## src/rtl/ddr2_ctrl_pkg.sv

```systemverilog
// Shared constants, state encoding and length check for the DDR2 read-command scheduler.
package ddr2_ctrl_pkg;

  localparam int LEN_W        = 7;
  localparam int MAX_LEN      = 124;
  localparam int LOCAL_SIZE_W = 3;

  typedef enum logic [1:0] {
    ST_IDLE  = 2'd0,
    ST_GRANT = 2'd1,
    ST_ISSUE = 2'd2
  } state_t;

  // A transfer must be a whole number of 4-word groups between 4 and MAX_LEN.
  function automatic logic len_legal(input logic [LEN_W-1:0] len);
    return (len >= 7'd4) && (len <= 7'(MAX_LEN)) && (len[1:0] == 2'b00);
  endfunction

endpackage

```

## src/rtl/ddr2_rr_arbiter.sv

```systemverilog
// Combinational round-robin pick: first valid requester at or after ptr, wrapping around.
module ddr2_rr_arbiter #(
  parameter int NUM_REQ = 2
) (
  input  logic [NUM_REQ-1:0] req_valid,
  input  logic [1:0]         ptr,
  output logic [1:0]         sel,
  output logic               any_valid
);

  logic [3:0] vld_pad;
  logic [2:0] idx;

  assign vld_pad = 4'(req_valid);

  // ptr is always below NUM_REQ, so a single subtraction wraps the index.
  always_comb begin
    sel       = 2'd0;
    any_valid = 1'b0;
    idx       = 3'd0;
    for (int k = 0; k < NUM_REQ; k++) begin
      idx = {1'b0, ptr} + 3'(k);
      if (idx >= 3'(NUM_REQ)) idx = idx - 3'(NUM_REQ);
      if (!any_valid && vld_pad[idx[1:0]]) begin
        any_valid = 1'b1;
        sel       = idx[1:0];
      end
    end
  end

endmodule

```

## src/rtl/ddr2_rd_sched.sv

```systemverilog
// Round-robin read scheduler: grants one requester, pushes its length downstream,
// then issues req_len/BURST_LEN local read commands.
module ddr2_rd_sched
  import ddr2_ctrl_pkg::*;
#(
  parameter int NUM_REQ   = 2,
  parameter int ADDR_W    = 24,
  parameter int BURST_LEN = 4
) (
  input  logic                      ddr2_clk,
  input  logic                      sys_rst_n,
  input  logic [NUM_REQ-1:0]        req_valid,
  input  logic [NUM_REQ*ADDR_W-1:0] req_addr,
  input  logic [NUM_REQ*LEN_W-1:0]  req_len,
  output logic [NUM_REQ-1:0]        req_ack,
  output logic                      req_err,
  output logic [1:0]                grant_id,
  input  logic                      read_permit,
  output logic [LEN_W-1:0]          rd_ddr2_size,
  output logic                      rd_ddr2_size_wrreq,
  input  logic                      local_ready,
  output logic                      local_read_req,
  output logic                      local_burstbegin,
  output logic [ADDR_W-1:0]         local_address,
  output logic [LOCAL_SIZE_W-1:0]   local_size,
  output logic                      busy
);

  state_t              state_reg, state_next;
  logic [1:0]          ptr_reg;
  logic [1:0]          grant_id_reg;
  logic [ADDR_W-1:0]   addr_reg;
  logic [LEN_W-1:0]    remaining_reg;

  logic [1:0]          sel;
  logic                any_valid;
  logic [LEN_W-1:0]    len_arr  [4];
  logic [ADDR_W-1:0]   addr_arr [4];
  logic [LEN_W-1:0]    len_sel;
  logic [ADDR_W-1:0]   addr_sel;
  logic                len_ok;
  logic                last_cmd;
  logic                start;

  // Pad to four slots so a 2-bit index never selects past the array.
  for (genvar gi = 0; gi < 4; gi++) begin : g_unpack
    if (gi < NUM_REQ) begin : g_used
      assign len_arr[gi]  = req_len[gi*LEN_W +: LEN_W];
      assign addr_arr[gi] = req_addr[gi*ADDR_W +: ADDR_W];
    end else begin : g_pad
      assign len_arr[gi]  = '0;
      assign addr_arr[gi] = '0;
    end
  end

  ddr2_rr_arbiter #(.NUM_REQ(NUM_REQ)) u_arb (
    .req_valid (req_valid),
    .ptr       (ptr_reg),
    .sel       (sel),
    .any_valid (any_valid)
  );

  assign len_sel  = len_arr[grant_id_reg];
  assign addr_sel = addr_arr[grant_id_reg];
  assign len_ok   = len_legal(len_sel);
  assign last_cmd = (remaining_reg == LEN_W'(BURST_LEN));
  assign start    = read_permit && any_valid;

  always_ff @(posedge ddr2_clk or negedge sys_rst_n) begin
    if (!sys_rst_n) state_reg <= ST_IDLE;
    else            state_reg <= state_next;
  end

  always_comb begin
    state_next         = state_reg;
    req_ack            = '0;
    req_err            = 1'b0;
    rd_ddr2_size_wrreq = 1'b0;
    rd_ddr2_size       = '0;
    local_read_req     = 1'b0;
    local_address      = '0;
    case (state_reg)
      ST_IDLE: begin
        if (start) state_next = ST_GRANT;
      end
      ST_GRANT: begin
        req_ack = NUM_REQ'(1) << grant_id_reg;
        if (len_ok) begin
          rd_ddr2_size_wrreq = 1'b1;
          rd_ddr2_size       = len_sel;
          state_next         = ST_ISSUE;
        end else begin
          req_err    = 1'b1;
          state_next = ST_IDLE;
        end
      end
      ST_ISSUE: begin
        local_read_req = 1'b1;
        local_address  = addr_reg;
        if (local_ready && last_cmd) state_next = ST_IDLE;
      end
      default: state_next = ST_IDLE;
    endcase
  end

  // grant_id is loaded on the way into GRANT so it is already valid with req_ack.
  always_ff @(posedge ddr2_clk or negedge sys_rst_n) begin
    if (!sys_rst_n) begin
      ptr_reg       <= 2'd0;
      grant_id_reg  <= 2'd0;
      addr_reg      <= '0;
      remaining_reg <= '0;
    end else begin
      case (state_reg)
        ST_IDLE: begin
          if (start) grant_id_reg <= sel;
        end
        ST_GRANT: begin
          ptr_reg       <= (grant_id_reg == 2'(NUM_REQ-1)) ? 2'd0 : grant_id_reg + 2'd1;
          addr_reg      <= addr_sel;
          remaining_reg <= len_sel;
        end
        ST_ISSUE: begin
          if (local_ready) begin
            addr_reg      <= addr_reg + ADDR_W'(BURST_LEN);
            remaining_reg <= remaining_reg - LEN_W'(BURST_LEN);
          end
        end
        default: ;
      endcase
    end
  end

  assign local_burstbegin = local_read_req;
  assign local_size       = LOCAL_SIZE_W'(BURST_LEN);
  assign grant_id         = grant_id_reg;
  assign busy             = (state_reg != ST_IDLE);

endmodule

```

## config.mk

```make
export PLATFORM = sky130hd
export DESIGN_NAME = ddr2_rd_sched
export DESIGN_NICKNAME = d
export VERILOG_FILES = /design/src/rtl/ddr2_ctrl_pkg.sv /design/src/rtl/ddr2_rr_arbiter.sv /design/src/rtl/ddr2_rd_sched.sv
export SDC_FILE = /design/constraint.sdc
export NUM_CORES = 1
export LEC_CHECK = 0
export BUFFER_PORTS_ARGS = -buffer_cell sky130_fd_sc_hd__buf_2
export CAP_MARGIN = 20
export CORE_MARGIN = 5
export CORE_UTILIZATION = 55
export CTS_BUF_LIST = sky130_fd_sc_hd__clkbuf_8
export DETAILED_ROUTE_END_ITERATION = 10
export GPL_TIMING_DRIVEN = 0
export PLACE_DENSITY = 0.89
export RECOVER_POWER = 100
export SKIP_CTS_REPAIR_TIMING = 1
export SYNTH_ARGS = -nofsm -noshare
export SYNTH_HDL_FRONTEND = slang
export SYNTH_SLANG_ARGS = --single-unit
export TNS_END_PERCENT = 50
```

## constraint.sdc

```tcl
create_clock -name ddr2_clk -period 3 [get_ports ddr2_clk]
set_clock_uncertainty 0.1 [all_clocks]
set_input_delay 0.45 -clock ddr2_clk [delete_from_list [all_inputs] [get_ports ddr2_clk]]
set_output_delay 0.45 -clock ddr2_clk [all_outputs]
set_load 0.05 [all_outputs]
```

==> run_results.csv, run 1 <==
group,metric,value,unit
run_status,result_of_the_run,"finished with violations",
run_status,violations,"max-capacitance violations, max-slew violations",
setup_path,timing.reg2reg.worst_path_depth,5,
synth,synth_top_cell_by_area,"sky130_fd_sc_hd__dfrtp_1",
setup_path,critPathSlowestCell,"sky130_fd_sc_hd__clkbuf_1",
floorplan,area_inside_the_core_boundary,5140,um2
worst_hold_path,timing.hold.worst_path_depth,2,
global_route,grt_start_max_net_pins,38,
setup_path,worstPathCellList,"buf_4 > mux2i_1 > a31oi_1 > o21a_1 > nor2_1 > clkbuf_1",
detailed_routing,vias_per_cell,6.02,
place,placer_congestion,0.927,
finish,design.final.nets,542,
flow_run,cap_violations,1,
pwr,power.ir.vdd_worst,0.444,mV
finish,stdcell_count,541,
cts,cts.path.max_buffers,2,
sta,slew_headroom,-0.358,
synth,syn_inst,356,
worst_hold_path,hold_start,"req_valid[0]",
synth,ys_async_sr_fraction,1.00,
floorplan,design.portCount,111,
global_route,gr-total-overflow,0,
finish,fillCellCount,445,
worst_hold_path,hold_class,"in2reg",
cts,worst_setup_hold_path_clk_slew,0.07,ns
setup_path,crit-reg2reg-capture,"addr_reg[20]$_DFFE_PN0P_",
place,place_area,3580,um2
synth,netlist.area_leader.share,0.314,
finish,mostFrequentLayoutCell,"sky130_fd_sc_hd__buf_2",
finish,layout.cells.most_common_list,"sky130_fd_sc_hd__buf_2 (70), sky130_fd_sc_hd__dfrtp_1 (37), sky130_fd_sc_hd__nor2_1 (32), sky130_fd_sc_hd__clkbuf_1 (30), sky130_fd_sc_hd__nand2_1 (30)",
global_route,global_route.usage.total,0.265,
detailed_routing,drt_drc_violations_left,0,
finish,post-route-util,0.703,
setup_path,cp-start-kind,"flip-flop",
synth,netlist_top_cells_area,"sky130_fd_sc_hd__dfrtp_1 (31%), sky130_fd_sc_hd__mux2i_1 (7.8%), sky130_fd_sc_hd__o21ai_0 (4.9%)",
cts,clkSinkCount,37,
sta,final-setup-viol-count,0,
place,placement.io_buffers,105,
setup_path,cp.arrival,2.20,ns
detailed_routing,drt_iter0_drc,353,
detailed_routing,postRouteWirelength,9.42,mm
setup_path,timing.critical_path.slowest_cell_delay,0.48,ns
floorplan,die_x,83.2,um
setup_path,end_kind,"output port",
global_route,grt_pass1_wl,15.3,mm
setup_path,setup.worst_path.class,"reg2out",
setup_path,endpoint_required_time_on_the_critical_path,2.45,ns
cts,tritoncts,"built",
global_route,grt_antenna_before_repair,0,
detailed_routing,detail_route.first_pass.iterations,6,
setup_path,worst-r2r-setup-slack,0.51,ns
synth,synth_seq_cells,37,
finish,final_cell_area,3610,um2
cts,cell_at_the_root_of_the_clock_tree,"sky130_fd_sc_hd__clkbuf_8",
finish,drive_above_1_share,0.291,
sta,final_hold_viol_count,0,
synth,synth_enable_flop_cells,0,
worst_hold_path,worst_hold_path.endpoint,"grant_id[0]$_DFFE_PN0P_",
cts,cts-buffers-inserted,5,
floorplan,fp.dieArea,6920,um2
sta,worst-slew-pin-transition,2.04,ns
finish,multi_input_comb_area,1770,um2
synth,synth_seq_area_share,0.314,
place,post-dp-hpwl,6.98,mm
floorplan,placementRows,26,
sta,timing.final.ws_setup,0.249,ns
detailed_routing,final_antenna_net_count,0,
global_route,vias_in_the_first_global_route,3274,
pwr,power.static_leakage,1.74,nW
finish,max_ffs_per_register,24,
place,numPlacedInstances,534,
synth,post_synth_instance_area,2950,um2
detailed_routing,detailroute.via_count,3258,
sta,slew_violations,38,
detailed_routing,post_drt_wl_per_cell,17.4,um
finish,layout-area-overhead-vs-synth,22.6,%
setup_path,worst_path_fanout_max,10,
sta,grt_setup_unrepaired,"no",
pwr,cellPowerDensity,932,nW/um2
place,pre_cts_ws,0.666,ns
synth,synth_flop_cell,"sky130_fd_sc_hd__dfrtp_1",
sta,finalCriticalPeriod,2.75,ns
cts,clock_insertion_delay_worst_skew,0.29,ns
floorplan,initial_utilization,0.573,
sta,fmax,363,MHz
synth,synth_cell_type_count,64,
sta,post_route_clock_period_utilization,0.917,
sta,final.hold.worst_slack,0.255,ns
finish,regArea,926,um2
cts,h-tree-depth,2,
finish,insertedDiodeCount,0,
synth,synth.avg_cell_area,8.28,um2
synth,ys_warn_count,0,
floorplan,chipHeight,83.2,um
setup_path,rr_startpoint,"addr_reg[2]$_DFFE_PN0P_",
logic make-up (layout without fill, tap and decap cells):
family,Yosys count,after routing,synth area share
other cells,2,5,0.00255
flops,37,37,0.314
buf+inv,46,158,0.0832
xor+xnor,2,2,0.00595
simple gates,143,143,0.263
compound gates,92,92,0.210
fa+ha+maj,3,3,0.0127
mux,31,31,0.109
routing by layer:
metal | part of all wire | global-route usage
met1 | 0.39 | 0.328
met2 | 0.49 | 0.450
met3 | 0.096 | 0.0554
met4 | 0.023 | 0.101
met5 | 0 | 0
worst max-delay path by stage:
| stage | from | endpoint | slack [ns] | cells after the start |
|---|---|---|---|---|
| floorplan | grant_id[0]$_DFFE_PN0P_ | rd_ddr2_size[3] | -0.11 | 5 |
| global placement | state_reg[0]$_DFFE_PN0P_ | local_address[8] | 0.70 | 7 |
| detailed placement | state_reg[0]$_DFFE_PN0P_ | local_address[16] | 0.67 | 7 |
| CTS | state_reg[0]$_DFFE_PN0P_ | local_address[16] | 0.34 | 7 |
| global route | grant_id[0]$_DFFE_PN0P_ | rd_ddr2_size[6] | 0.12 | 6 |
| finish | grant_id[0]$_DFFE_PN0P_ | req_err | 0.25 | 6 |
layout make-up:
cell class              count  share of cell area
multi-input cells         276               0.490
flip-flops and latches     37               0.256
repair buffers            105               0.139
plain buffers              30              0.0499
well taps                  70              0.0242
clock buffers               6              0.0229
inverters                  16              0.0166
clock inverters             1             0.00104
cells in the mapped netlist, types with 2 or more instances:
library cell	number
sky130_fd_sc_hd__ha_1	3
sky130_fd_sc_hd__o211ai_1	2
sky130_fd_sc_hd__nand2b_1	3
sky130_fd_sc_hd__and2_1	16
sky130_fd_sc_hd__nand4_1	9
sky130_fd_sc_hd__a32oi_1	2
sky130_fd_sc_hd__inv_1	15
sky130_fd_sc_hd__a31o_2	3
sky130_fd_sc_hd__nand3b_1	2
sky130_fd_sc_hd__dfrtp_1	37
sky130_fd_sc_hd__nor2b_1	2
sky130_fd_sc_hd__xor2_1	2
sky130_fd_sc_hd__o21a_1	2
sky130_fd_sc_hd__nor4_1	11
sky130_fd_sc_hd__nand3_4	2
sky130_fd_sc_hd__o31ai_1	2
sky130_fd_sc_hd__buf_2	7
sky130_fd_sc_hd__clkbuf_1	8
sky130_fd_sc_hd__o21ai_0	29
sky130_fd_sc_hd__mux2_2	8
sky130_fd_sc_hd__or2_2	2
sky130_fd_sc_hd__nor2_1	31
sky130_fd_sc_hd__a211oi_1	4
sky130_fd_sc_hd__o2bb2ai_1	5
sky130_fd_sc_hd__a31oi_1	4
sky130_fd_sc_hd__a21oi_1	14
sky130_fd_sc_hd__nand2_1	30
sky130_fd_sc_hd__a22o_1	3
sky130_fd_sc_hd__buf_4	13
sky130_fd_sc_hd__mux2i_1	23
sky130_fd_sc_hd__conb_1	2
sky130_fd_sc_hd__a21o_1	2
sky130_fd_sc_hd__nor3_1	15
sky130_fd_sc_hd__buf_6	2
sky130_fd_sc_hd__nand3_1	8
sky130_fd_sc_hd__a22oi_1	5
power breakdown:
group	leakage [nW]	internal [mW]	switching (mW)
Combinational	1.24	0.695	1.31
Sequential	0.451	0.727	0.276
Clock	0.0485	0.179	0.181
critical path: cells and delay by family, from the launching register on:
family,cells,cell delay (ns)
buffers and inverters,2,0.71
AOI/OAI and AO/OA,2,0.38
DFF,1,0.42
muxes,1,0.32
and+or+nand+nor,1,0.08
stage by stage:
stage | total power [mW] | setup TNS (ns)
after CTS | 3.37 | 0
after global routing | 3.58 | 0
final | 3.37 | 0
after floorplan | 2.48 | -0.336
after global placement | 2.93 | 0
after detailed placement | 3.01 | 0
Power figures use the tool's default switching activity.
==> inputs of run 2 (changes only) <==
--- a/config.mk
+++ b/config.mk
@@ -5,14 +5,15 @@
 export SDC_FILE = /design/constraint.sdc
 export NUM_CORES = 1
 export LEC_CHECK = 0
+export ABC_AREA = 1
 export BUFFER_PORTS_ARGS = -buffer_cell sky130_fd_sc_hd__buf_2
 export CAP_MARGIN = 20
 export CORE_MARGIN = 5
-export CORE_UTILIZATION = 55
+export CORE_UTILIZATION = 56
 export CTS_BUF_LIST = sky130_fd_sc_hd__clkbuf_8
 export DETAILED_ROUTE_END_ITERATION = 10
 export GPL_TIMING_DRIVEN = 0
-export PLACE_DENSITY = 0.89
+export PLACE_DENSITY = 0.9
 export RECOVER_POWER = 100
 export SKIP_CTS_REPAIR_TIMING = 1
 export SYNTH_ARGS = -nofsm -noshare
==> run_results.csv, run 2 <==
group,metric,value,unit
detailed_routing,final_antenna_net_count,0,
sta,post_route_clock_period_utilization,0.911,
global_route,grt_pass1_wl,15.9,mm
setup_path,worst_path_fanout_max,10,
synth,synthTopCellsByCount,"sky130_fd_sc_hd__nand2_1 (143), sky130_fd_sc_hd__nor2_1 (80), sky130_fd_sc_hd__inv_1 (64)",
detailed_routing,vias_per_cell,5.27,
cts,h-tree-depth,2,
worst_hold_path,hold_class,"in2reg",
setup_path,end_kind,"output port",
finish,final_cell_area,3690,um2
detailed_routing,detail_route.first_pass.iterations,5,
sta,final_hold_viol_count,0,
worst_hold_path,worst_hold_path.endpoint,"addr_reg[1]$_DFFE_PN0P_",
sta,post_route_setup_tns,0,ns
detailed_routing,postRouteWirelength,9.24,mm
synth,synth_flop_cell,"sky130_fd_sc_hd__dfrtp_1",
flow_run,cap_violations,1,
setup_path,worst-r2r-setup-slack,0.94,ns
global_route,global_route.usage.total,0.271,
sta,finalCriticalPeriod,2.73,ns
floorplan,die_x,83.0,um
place,placer_congestion,0.978,
place,place_area,3610,um2
sta,slew_violations,38,
worst_hold_path,hold_start,"req_addr[25]",
cts,cts-buffers-inserted,5,
place,post-dp-hpwl,7.08,mm
pwr,power.ir.vdd_worst,0.859,mV
floorplan,placementRows,26,
sta,slew_headroom,-0.359,
finish,max_ffs_per_register,24,
setup_path,cp.arrival,2.18,ns
run_status,violations,"max-capacitance violations, max-slew violations",
cts,worst_setup_hold_path_clk_slew,0.08,ns
cts,tritoncts,"built",
cts,clkSinkCount,37,
floorplan,fp.dieArea,6900,um2
finish,design.final.nets,671,
finish,mostFrequentLayoutCell,"sky130_fd_sc_hd__nand2_1",
pwr,cellPowerDensity,1110,nW/um2
cts,cell_at_the_root_of_the_clock_tree,"sky130_fd_sc_hd__clkbuf_8",
cts,cts.path.max_buffers,2,
synth,syn_inst,485,
finish,layout.cells.most_common_list,"sky130_fd_sc_hd__nand2_1 (143), sky130_fd_sc_hd__nor2_1 (80), sky130_fd_sc_hd__buf_2 (74), sky130_fd_sc_hd__inv_1 (64), sky130_fd_sc_hd__nand3_1 (41)",
finish,drive_above_1_share,0.183,
detailed_routing,drt_drc_violations_left,0,
synth,ys_warn_count,0,
synth,netlist_top_cells_area,"sky130_fd_sc_hd__dfrtp_1 (31%), sky130_fd_sc_hd__nand2_1 (18%), sky130_fd_sc_hd__nor2_1 (10%)",
detailed_routing,post_drt_wl_per_cell,13.8,um
synth,synth_cell_type_count,36,
cts,clock_insertion_delay_worst_skew,0.29,ns
synth,synth.avg_cell_area,6.16,um2
finish,insertedDiodeCount,0,
synth,synth_top_cell_by_area,"sky130_fd_sc_hd__dfrtp_1",
sta,final-setup-viol-count,0,
synth,netlist.area_leader.share,0.310,
sta,grt_setup_unrepaired,"no",
synth,synth_seq_area_share,0.310,
setup_path,setup.worst_path.class,"reg2out",
finish,post-route-util,0.719,
sta,worst-slew-pin-transition,2.04,ns
place,placement.io_buffers,105,
global_route,grt_start_max_net_pins,38,
floorplan,area_inside_the_core_boundary,5140,um2
setup_path,crit-reg2reg-capture,"remaining_reg[3]$_DFFE_PN0P_",
detailed_routing,detailroute.via_count,3535,
setup_path,cp-start-kind,"flip-flop",
finish,layout-area-overhead-vs-synth,23.6,%
global_route,vias_in_the_first_global_route,3472,
global_route,grt_antenna_before_repair,0,
sta,fmax,366,MHz
global_route,gr-total-overflow,0,
synth,synth_enable_flop_cells,0,
floorplan,initial_utilization,0.581,
run_status,result_of_the_run,"finished with violations",
floorplan,chipHeight,83.0,um
place,numPlacedInstances,663,
floorplan,design.portCount,111,
finish,stdcell_count,671,
synth,post_synth_instance_area,2990,um2
pwr,power.static_leakage,1.99,nW
setup_path,rr_startpoint,"state_reg[0]$_DFFE_PN0P_",
synth,ys_async_sr_fraction,1.00,
setup_path,endpoint_required_time_on_the_critical_path,2.45,ns
worst_hold_path,timing.hold.worst_path_depth,3,
synth,synthMostInstantiatedCell,"sky130_fd_sc_hd__nand2_1",
synth,synth_seq_cells,37,
setup_path,timing.reg2reg.worst_path_depth,7,
detailed_routing,drt_iter0_drc,288,
run 2: changes by cell type after synthesis, sizes merged, moves of 11 or more:
cell / previous run / this run
nand2: 31 / 143
nand3: 10 / 42
and2: 17 / 0
mux2i: 23 / 0
nor4: 12 / 1
nor2: 32 / 85
inv: 16 / 66
run 2: final cells by class:
type	count	area [um2]
multi-input cells	358	1640
plain buffers	26	174
flip-flops and latches	37	926
inverters	67	251
repair buffers	105	484
fillers	490	1450
well taps	70	87.6
clock inverters	3	65.1
clock buffers	5	68.8
run 2: worst max path at each step:
stage / startpoint / to / slack (ns)
4_1_cts: grant_id[0]$_DFFE_PN0P_ / rd_ddr2_size[6] / 0.38
2_1_floorplan: grant_id[0]$_DFFE_PN0P_ / req_ack[1] / 0.24
3_3_place_gp: grant_id[0]$_DFFE_PN0P_ / rd_ddr2_size[4] / 0.76
6_report: grant_id[0]$_DFFE_PN0P_ / rd_ddr2_size[6] / 0.27
3_5_place_dp: grant_id[0]$_DFFE_PN0P_ / rd_ddr2_size[6] / 0.71
5_1_grt: grant_id[0]$_DFFE_PN0P_ / rd_ddr2_size[2] / 0.14
run 2: per-layer routing:
metal	up-vias	routed length (um)	global-route usage
met4	0	132	0.0728
met2	208	4140	0.445
met3	16	1040	0.0703
li1	1758	-	-
met1	1553	3920	0.353
met5	-	0	0
run 2: cells by family after synthesis:
logic type	share of synthesized area
xor+xnor	0.00586
other cells	0.00251
simple gates	0.397
compound gates	0.129
flops	0.310
fa+ha+maj	0.0126
buf+inv	0.143
run 2: critical path, cell delays in order, from the launching register on:
cell and delay [ns]:
sky130_fd_sc_hd__dfrtp_1 0.38, sky130_fd_sc_hd__buf_6 0.15, sky130_fd_sc_hd__inv_2 0.05, sky130_fd_sc_hd__nor2_2 0.13, sky130_fd_sc_hd__buf_6 0.19, sky130_fd_sc_hd__nand2_1 0.07
sky130_fd_sc_hd__nand2_1 0.13, sky130_fd_sc_hd__nor2_1 0.07, sky130_fd_sc_hd__nand3_2 0.06, sky130_fd_sc_hd__nand3_1 0.19, sky130_fd_sc_hd__nor2_1 0.16, sky130_fd_sc_hd__clkbuf_2 0.30
run 2: report_power, final:
part	total, mW	switching, mW	internal (mW)
clock network	0.524	0.194	0.331
registers	0.942	0.204	0.739
logic	2.63	1.89	0.745
run 2: through the flow:
step	total power, mW	hold slack (ns)	setup WS, ns
3_3_place_gp	3.51	0.418	0.760
6_report	4.10	0.289	0.267
5_1_grt	4.44	0.297	0.137
2_1_floorplan	2.93	0.0544	0.237
3_5_place_dp	3.59	0.423	0.711
4_1_cts	4.12	0.189	0.385
